--- config.mk ---
export PLATFORM = sky130hd
export DESIGN_NAME = dmem_access_unit
export DESIGN_NICKNAME = d
export VERILOG_FILES = /design/src/rtl/riscv_pkg.sv /design/src/rtl/dmem_access_unit_load_extend.sv /design/src/rtl/dmem_access_unit.sv
export SDC_FILE = /design/constraint.sdc
export NUM_CORES = 1
export LEC_CHECK = 0
export ABC_AREA = 1
export CORE_MARGIN = 5
export CORE_UTILIZATION = 46
export DETAILED_ROUTE_END_ITERATION = 10
export PLACE_DENSITY = 0.92
export SKIP_CTS_REPAIR_TIMING = 1
export SYNTH_ARGS = -nofsm -noshare
export SYNTH_HDL_FRONTEND = slang
export SYNTH_HIERARCHICAL = 1
export SYNTH_SLANG_ARGS = --single-unit
--- constraint.sdc ---
create_clock -name clk -period 2.1 [get_ports clk]
set_input_delay 0.21 -clock clk [delete_from_list [all_inputs] [get_ports clk]]
set_output_delay 0.21 -clock clk [all_outputs]
set_load 0.1 [all_outputs]
--- src/rtl/riscv_pkg.sv ---
// Shared definitions for the memory stage: load/store one-hot bit positions,
// the data-access FSM state encoding and the load-type priority resolver.
package riscv_pkg;

    localparam int LD_LB  = 0;
    localparam int LD_LBU = 1;
    localparam int LD_LH  = 2;
    localparam int LD_LHU = 3;
    localparam int LD_LW  = 4;

    localparam int ST_SB  = 0;
    localparam int ST_SH  = 1;
    localparam int ST_SW  = 2;

    typedef enum logic [1:0] {
        S_IDLE = 2'd0,
        S_REQ  = 2'd1,
        S_WAIT = 2'd2,
        S_DONE = 2'd3
    } dmem_state_e;

    // Collapses a possibly multi-hot load field to one hot bit: lw > lh > lhu > lb > lbu.
    function automatic logic [4:0] ld_resolve(input logic [4:0] ld);
        logic [4:0] r;
        r = '0;
        if (ld[LD_LW])       r[LD_LW]  = 1'b1;
        else if (ld[LD_LH])  r[LD_LH]  = 1'b1;
        else if (ld[LD_LHU]) r[LD_LHU] = 1'b1;
        else if (ld[LD_LB])  r[LD_LB]  = 1'b1;
        else if (ld[LD_LBU]) r[LD_LBU] = 1'b1;
        return r;
    endfunction

endpackage

--- src/rtl/dmem_access_unit_load_extend.sv ---
// Combinational byte/halfword/word extraction and sign/zero extension of a
// read word; shared with the writeback forwarding path.
module load_extend
    import riscv_pkg::*;
(
    input  logic [31:0] i_rdata,
    input  logic [1:0]  i_off,
    input  logic [4:0]  i_ld_type,
    output logic [31:0] o_data
);

    logic [7:0]  w_byte;
    logic [15:0] w_half;

    always_comb begin
        case (i_off)
            2'd0:    w_byte = i_rdata[7:0];
            2'd1:    w_byte = i_rdata[15:8];
            2'd2:    w_byte = i_rdata[23:16];
            default: w_byte = i_rdata[31:24];
        endcase
        w_half = i_off[1] ? i_rdata[31:16] : i_rdata[15:0];

        o_data = '0;
        if (i_ld_type[LD_LW])       o_data = i_rdata;
        else if (i_ld_type[LD_LH])  o_data = {{16{w_half[15]}}, w_half};
        else if (i_ld_type[LD_LHU]) o_data = {16'h0000, w_half};
        else if (i_ld_type[LD_LB])  o_data = {{24{w_byte[7]}}, w_byte};
        else if (i_ld_type[LD_LBU]) o_data = {24'h00_0000, w_byte};
    end

endmodule

--- src/rtl/dmem_access_unit.sv ---
// Memory-stage data access controller: one req/gnt (+rvalid for loads)
// transaction per access, lane-aligned stores, extended loads, pipeline stall.
// Optional build macro MISALIGN_TRAP_EN: trap misaligned lh/lhu/sh/lw/sw with bus_err.
module dmem_access_unit
    import riscv_pkg::*;
#(
    parameter int WAIT_MAX = 15
) (
    input  logic        clk,
    input  logic        rst,
    input  logic        memwriteM,
    input  logic [4:0]  loadsrcM,
    input  logic [2:0]  StoreSrcM,
    input  logic [1:0]  AdrM,
    input  logic [31:0] aluresultM,
    input  logic [31:0] writeDataM,
    output logic        mem_req,
    output logic        mem_we,
    output logic [29:0] mem_addr,
    output logic [3:0]  mem_be,
    output logic [31:0] mem_wdata,
    input  logic        mem_gnt,
    input  logic        mem_rvalid,
    input  logic [31:0] mem_rdata,
    output logic        stall_o,
    output logic [31:0] load_data,
    output logic        load_valid,
    output logic        bus_err,
    output logic [1:0]  o_dbg_state
);

    localparam logic [3:0] CNT_LAST = 4'(WAIT_MAX - 1);

    dmem_state_e r_state;
    dmem_state_e w_next_state;

    logic [3:0]  r_cnt;
    logic        r_mem_req;
    logic        r_mem_we;
    logic [29:0] r_mem_addr;
    logic [3:0]  r_mem_be;
    logic [31:0] r_mem_wdata;
    logic [4:0]  r_ld_type;
    logic [1:0]  r_off;
    logic [31:0] r_load_data;
    logic        r_load_valid;
    logic        r_bus_err;

    logic        w_active;
    logic        w_misalign;
    logic        w_timeout;
    logic        w_stall;
    logic [4:0]  w_ld_type;
    logic [3:0]  w_be;
    logic [31:0] w_wdata;
    logic [31:0] w_ext_data;
    logic        w_unused;

    // The offset arrives separately as AdrM; the low address bits are redundant.
    assign w_unused = ^aluresultM[1:0];

    always_comb begin
        w_active  = memwriteM | (|loadsrcM);
        w_ld_type = memwriteM ? 5'd0 : ld_resolve(loadsrcM);
        w_timeout = (r_cnt == CNT_LAST);

        w_be    = 4'b1111;
        w_wdata = writeDataM;
        if (memwriteM && !StoreSrcM[ST_SW]) begin
            if (StoreSrcM[ST_SH]) begin
                w_be    = AdrM[1] ? 4'b1100 : 4'b0011;
                w_wdata = {2{writeDataM[15:0]}};
            end else if (StoreSrcM[ST_SB]) begin
                w_be    = 4'b0001 << AdrM;
                w_wdata = {4{writeDataM[7:0]}};
            end
        end

`ifdef MISALIGN_TRAP_EN
        if (memwriteM)
            w_misalign = (StoreSrcM[ST_SW] & (|AdrM)) |
                         (~StoreSrcM[ST_SW] & StoreSrcM[ST_SH] & AdrM[0]);
        else
            w_misalign = (w_ld_type[LD_LW] & (|AdrM)) |
                         ((w_ld_type[LD_LH] | w_ld_type[LD_LHU]) & AdrM[0]);
`else
        w_misalign = 1'b0;
`endif
    end

    // Next-state and stall; stall drops in DONE so EX/MEM can advance.
    always_comb begin
        w_next_state = r_state;
        w_stall      = 1'b0;
        case (r_state)
            S_IDLE: begin
                if (w_active) begin
                    w_stall      = 1'b1;
                    w_next_state = w_misalign ? S_DONE : S_REQ;
                end
            end
            S_REQ: begin
                w_stall = 1'b1;
                if (mem_gnt)        w_next_state = r_mem_we ? S_DONE : S_WAIT;
                else if (w_timeout) w_next_state = S_DONE;
            end
            S_WAIT: begin
                w_stall = 1'b1;
                if (mem_rvalid || w_timeout) w_next_state = S_DONE;
            end
            S_DONE:  w_next_state = S_IDLE;
            default: w_next_state = S_IDLE;
        endcase
    end

    always_ff @(posedge clk or negedge rst) begin
        if (!rst) r_state <= S_IDLE;
        else      r_state <= w_next_state;
    end

    load_extend u_load_extend (
        .i_rdata   (mem_rdata),
        .i_off     (r_off),
        .i_ld_type (r_ld_type),
        .o_data    (w_ext_data)
    );

    always_ff @(posedge clk or negedge rst) begin
        if (!rst) begin
            r_cnt        <= '0;
            r_mem_req    <= 1'b0;
            r_mem_we     <= 1'b0;
            r_mem_addr   <= '0;
            r_mem_be     <= '0;
            r_mem_wdata  <= '0;
            r_ld_type    <= '0;
            r_off        <= '0;
            r_load_data  <= '0;
            r_load_valid <= 1'b0;
            r_bus_err    <= 1'b0;
        end else begin
            r_load_valid <= 1'b0;
            r_bus_err    <= 1'b0;
            case (r_state)
                S_IDLE: begin
                    if (w_active) begin
                        if (w_misalign) begin
                            r_bus_err <= 1'b1;
                        end else begin
                            r_mem_req   <= 1'b1;
                            r_mem_we    <= memwriteM;
                            r_mem_addr  <= aluresultM[31:2];
                            r_mem_be    <= w_be;
                            r_mem_wdata <= w_wdata;
                            r_ld_type   <= w_ld_type;
                            r_off       <= AdrM;
                            r_cnt       <= '0;
                        end
                    end
                end
                S_REQ: begin
                    if (mem_gnt) begin
                        r_mem_req <= 1'b0;
                        r_cnt     <= '0;
                    end else if (w_timeout) begin
                        r_mem_req <= 1'b0;
                        r_bus_err <= 1'b1;
                        if (!r_mem_we) r_load_data <= '0;
                    end else begin
                        r_cnt <= r_cnt + 4'd1;
                    end
                end
                S_WAIT: begin
                    if (mem_rvalid) begin
                        r_load_data  <= w_ext_data;
                        r_load_valid <= 1'b1;
                    end else if (w_timeout) begin
                        r_bus_err   <= 1'b1;
                        r_load_data <= '0;
                    end else begin
                        r_cnt <= r_cnt + 4'd1;
                    end
                end
                default: ;
            endcase
        end
    end

    assign mem_req     = r_mem_req;
    assign mem_we      = r_mem_we;
    assign mem_addr    = r_mem_addr;
    assign mem_be      = r_mem_be;
    assign mem_wdata   = r_mem_wdata;
    assign stall_o     = w_stall;
    assign load_data   = r_load_data;
    assign load_valid  = r_load_valid;
    assign bus_err     = r_bus_err;
    assign o_dbg_state = r_state;

endmodule

==> flow_summary_export.csv <==
group,metric,value,unit
status,status,"completed",
placement,dpl.hpwl,13.5,mm
global_route,grt_overflow,0,
layout,syn2layout_area_growth,43.2,%
sta,rsz0062_at_grt,"no",
global_route,grt_start_max_net_pins,69,
clock_network,clock-sinks,115,
routing,num_vias,6293,
worst_setup_path,worstPathMaxFanout,16,
clock_network,clk_pin_slew,0.05,ns
worst_setup_path,crit_path_end_kind,"output pin",
synthesis,synth_warnings,6,
worst_setup_path,rr_worst_depth,7,
min_path,hp-class,"in -> async",
sta,finClkSkew,0.00639,ns
worst_setup_path,cp.arrival,1.82,ns
routing,wire_per_inst,14.7,um
global_route,antenna_found_initial,0,
floorplanning,die-area,15800,um2
flow_run,cap_violations,0,
floorplanning,core-area,13200,um2
layout,nFillCells,1095,
placement,port_buffers,213,
worst_setup_path,critPathLaunchType,"flop",
sta,whs,0.276,ns
clock_network,cts_buffer_depth,2,
routing,drt_wl_total,18.4,mm
clock_network,cts_tree,"done",
sta,setup_viol,0,
sta,fin_crit,2.03,ns
layout,insertedDiodeCount,0,
floorplanning,ios,216,
clock_network,cts_buffers,17,
sta,slew_headroom,45.3,%
placement,gp_congestion,0.913,
sta,hold_viol_final,0,
floorplanning,row_count,42,
worst_setup_path,crit_chain,"inv_2, ha_4, nand2_2, buf_4, a21oi_4, buf_12",
routing,ant_nets,0,
synthesis,netlist_instances,850,
clock_network,htree_levels,4,
synthesis,synth_seq_area_share,46.7,%
synthesis,syn_area,6160,um2
routing,drc,0,
synthesis,ys_types,27,
synthesis,synth_nets,968,
routing,drt-initial-drc-count,473,
sta,final_max_slew_viol_count,0,
layout,drive_above_1_share,16.7,%
clock_network,cts_root_buf,"clkbuf_16",
global_route,grt_first_pass_wirelength,29.8,mm
worst_setup_path,cp_slowest_stage_delay,0.50,ns
sta,fmax,492,MHz
routing,firstDrtPassIters,5,
routing,vias_per_cell,5.05,
sta,period_share,96.7,%
layout,layout.nets,1176,
worst_setup_path,worst_path_max_delay_cell,"dfrtp_4",
synthesis,synth_top_area_share,46.7,%
synthesis,synth.avg_cell_area,7.24,um2
floorplanning,start_util,46.7,%
synthesis,yosysTopAreaCell,"dfrtp_1",
sta,worstMarginPinSlew,0.819,ns
synthesis,synthTopCellsByArea,"dfrtp_1, nand2_1, nand3b_1, nand3_1, inv_1",
floorplanning,fp.dieW,126,um
global_route,grt.total_usage,23.5,%
global_route,grt_pass1_vias,6228,
worst_setup_path,critPathRequiredTime,1.89,ns
synthesis,ys_seq_elements,115,
clock_network,clk_latency,0.42,ns
worst_setup_path,crit_type,"reg -> out",
floorplanning,die-height,126,um
[cells in the final DEF (no fill, tap or decap), types with 3 or more instances in the layout]
| cell type | count |
|---|---|
| nand2_1 | 480 |
| buf_4 | 118 |
| dfrtp_1 | 113 |
| clkdlybuf4s50_1 | 107 |
| nand3b_1 | 33 |
| nand3_1 | 32 |
| inv_1 | 31 |
| nor2_1 | 31 |
| a21oi_1 | 19 |
| nand4_1 | 17 |
| clkbuf_16 | 17 |
| o21ai_0 | 16 |
| ha_1 | 6 |
| buf_12 | 6 |
| clkinvlp_4 | 5 |
| nand2_2 | 4 |
| nand2_4 | 3 |
| clkinv_4 | 3 |
| clkinv_2 | 3 |
[cells in the mapped netlist (all sizes together)]
master / instances
ha: 7
o21ai: 19
dfrtp: 115
nand4: 17
nand3b: 33
o211ai: 2
or2: 1
clkbuf: 13
nand2: 487
nor2: 33
nand3: 36
inv: 35
clkinv: 1
a21oi: 21
buf: 30
[worst max-delay path: cells and delay by family (launching register included)]
family	cells	cell delay, ns
buffers and inverters	3	0.50
AOI/OAI and AO/OA	1	0.18
and+or+nand+nor	1	0.06
adders and majority gates	1	0.16
DFF	1	0.50
[cell families (layout without fill, tap and decap cells)]
| kind of cell | after synthesis | in the layout | synth area share, % |
|---|---|---|---|
| compound gates | 42 | 42 | 3.86 |
| fa+ha+maj | 7 | 7 | 1.42 |
| buf+inv | 79 | 300 | 6.36 |
| simple gates | 607 | 607 | 41.6 |
| flops | 115 | 115 | 46.7 |
[worst paths after layout]
| check | endpoint | from | slack, ns |
|---|---|---|---|
| max | stall_o | o_dbg_state[1] | 0.07 |
| min | load_data[17] | rst | 0.28 |
| max reg2reg | load_data[20] | o_dbg_state[0] | 0.26 |
| min reg2reg | load_data[3] | load_data[3] | 0.47 |
| max in group asynchronous | mem_wdata[9] | rst | 1.19 |
| min in group clk | mem_addr[8] | aluresultM[10] | 0.32 |
[routing by layer]
metal,up-vias,wire [um],track usage (%),share of wire [%]
li1,3072,-,-,-
met2,288,8800,38.8,48
met1,2889,7010,27.3,38
met4,0,410,8.74,2.2
met5,-,0,0,0
met3,44,2170,10.2,12
[state kept, by name, summed over array words and instances (netlist names)]
| signal | count |
|---|---|
| r_cnt | 4 |
| mem_wdata | 32 |
| load_valid | 1 |
| mem_be | 4 |
| mem_addr | 30 |
| o_dbg_state | 2 |
| r_off | 2 |
| r_ld_type | 5 |
| load_data | 32 |
| mem_req | 1 |
| bus_err | 1 |
| mem_we | 1 |
[area by class of cell]
| class | instances | area [um2] | share of cell area [%] |
|---|---|---|---|
| Clock buffer | 20 | 457 | 5.18 |
| Multi-Input combinational cell | 656 | 2910 | 33.1 |
| Timing Repair Buffer | 232 | 2090 | 23.7 |
| Sequential cell | 115 | 2890 | 32.7 |
| Clock inverter | 12 | 109 | 1.23 |
| Tap cell | 176 | 220 | 2.50 |
| Inverter | 36 | 143 | 1.62 |
[through the flow]
step | utilization [%] | setup WS, ns | instances | instance area, um2 | TNS (ns)
after floorplan | - | 0.0268 | 850 | 6200 | 0
after global placement | 62.4 | 0.0958 | 1213 | 8230 | 0
after detailed placement | 62.4 | 0.102 | 1213 | 8230 | 0
after CTS | 66.7 | -0.0505 | 1245 | 8800 | -0.0505
after global routing | 66.8 | 0.00368 | 1247 | 8810 | 0
final | 66.8 | 0.0690 | 1247 | 8810 | 0
Power is left out: the tool's default activity adds up to more than one toggle a clock period on the data nets, which glitch-free logic cannot reach.
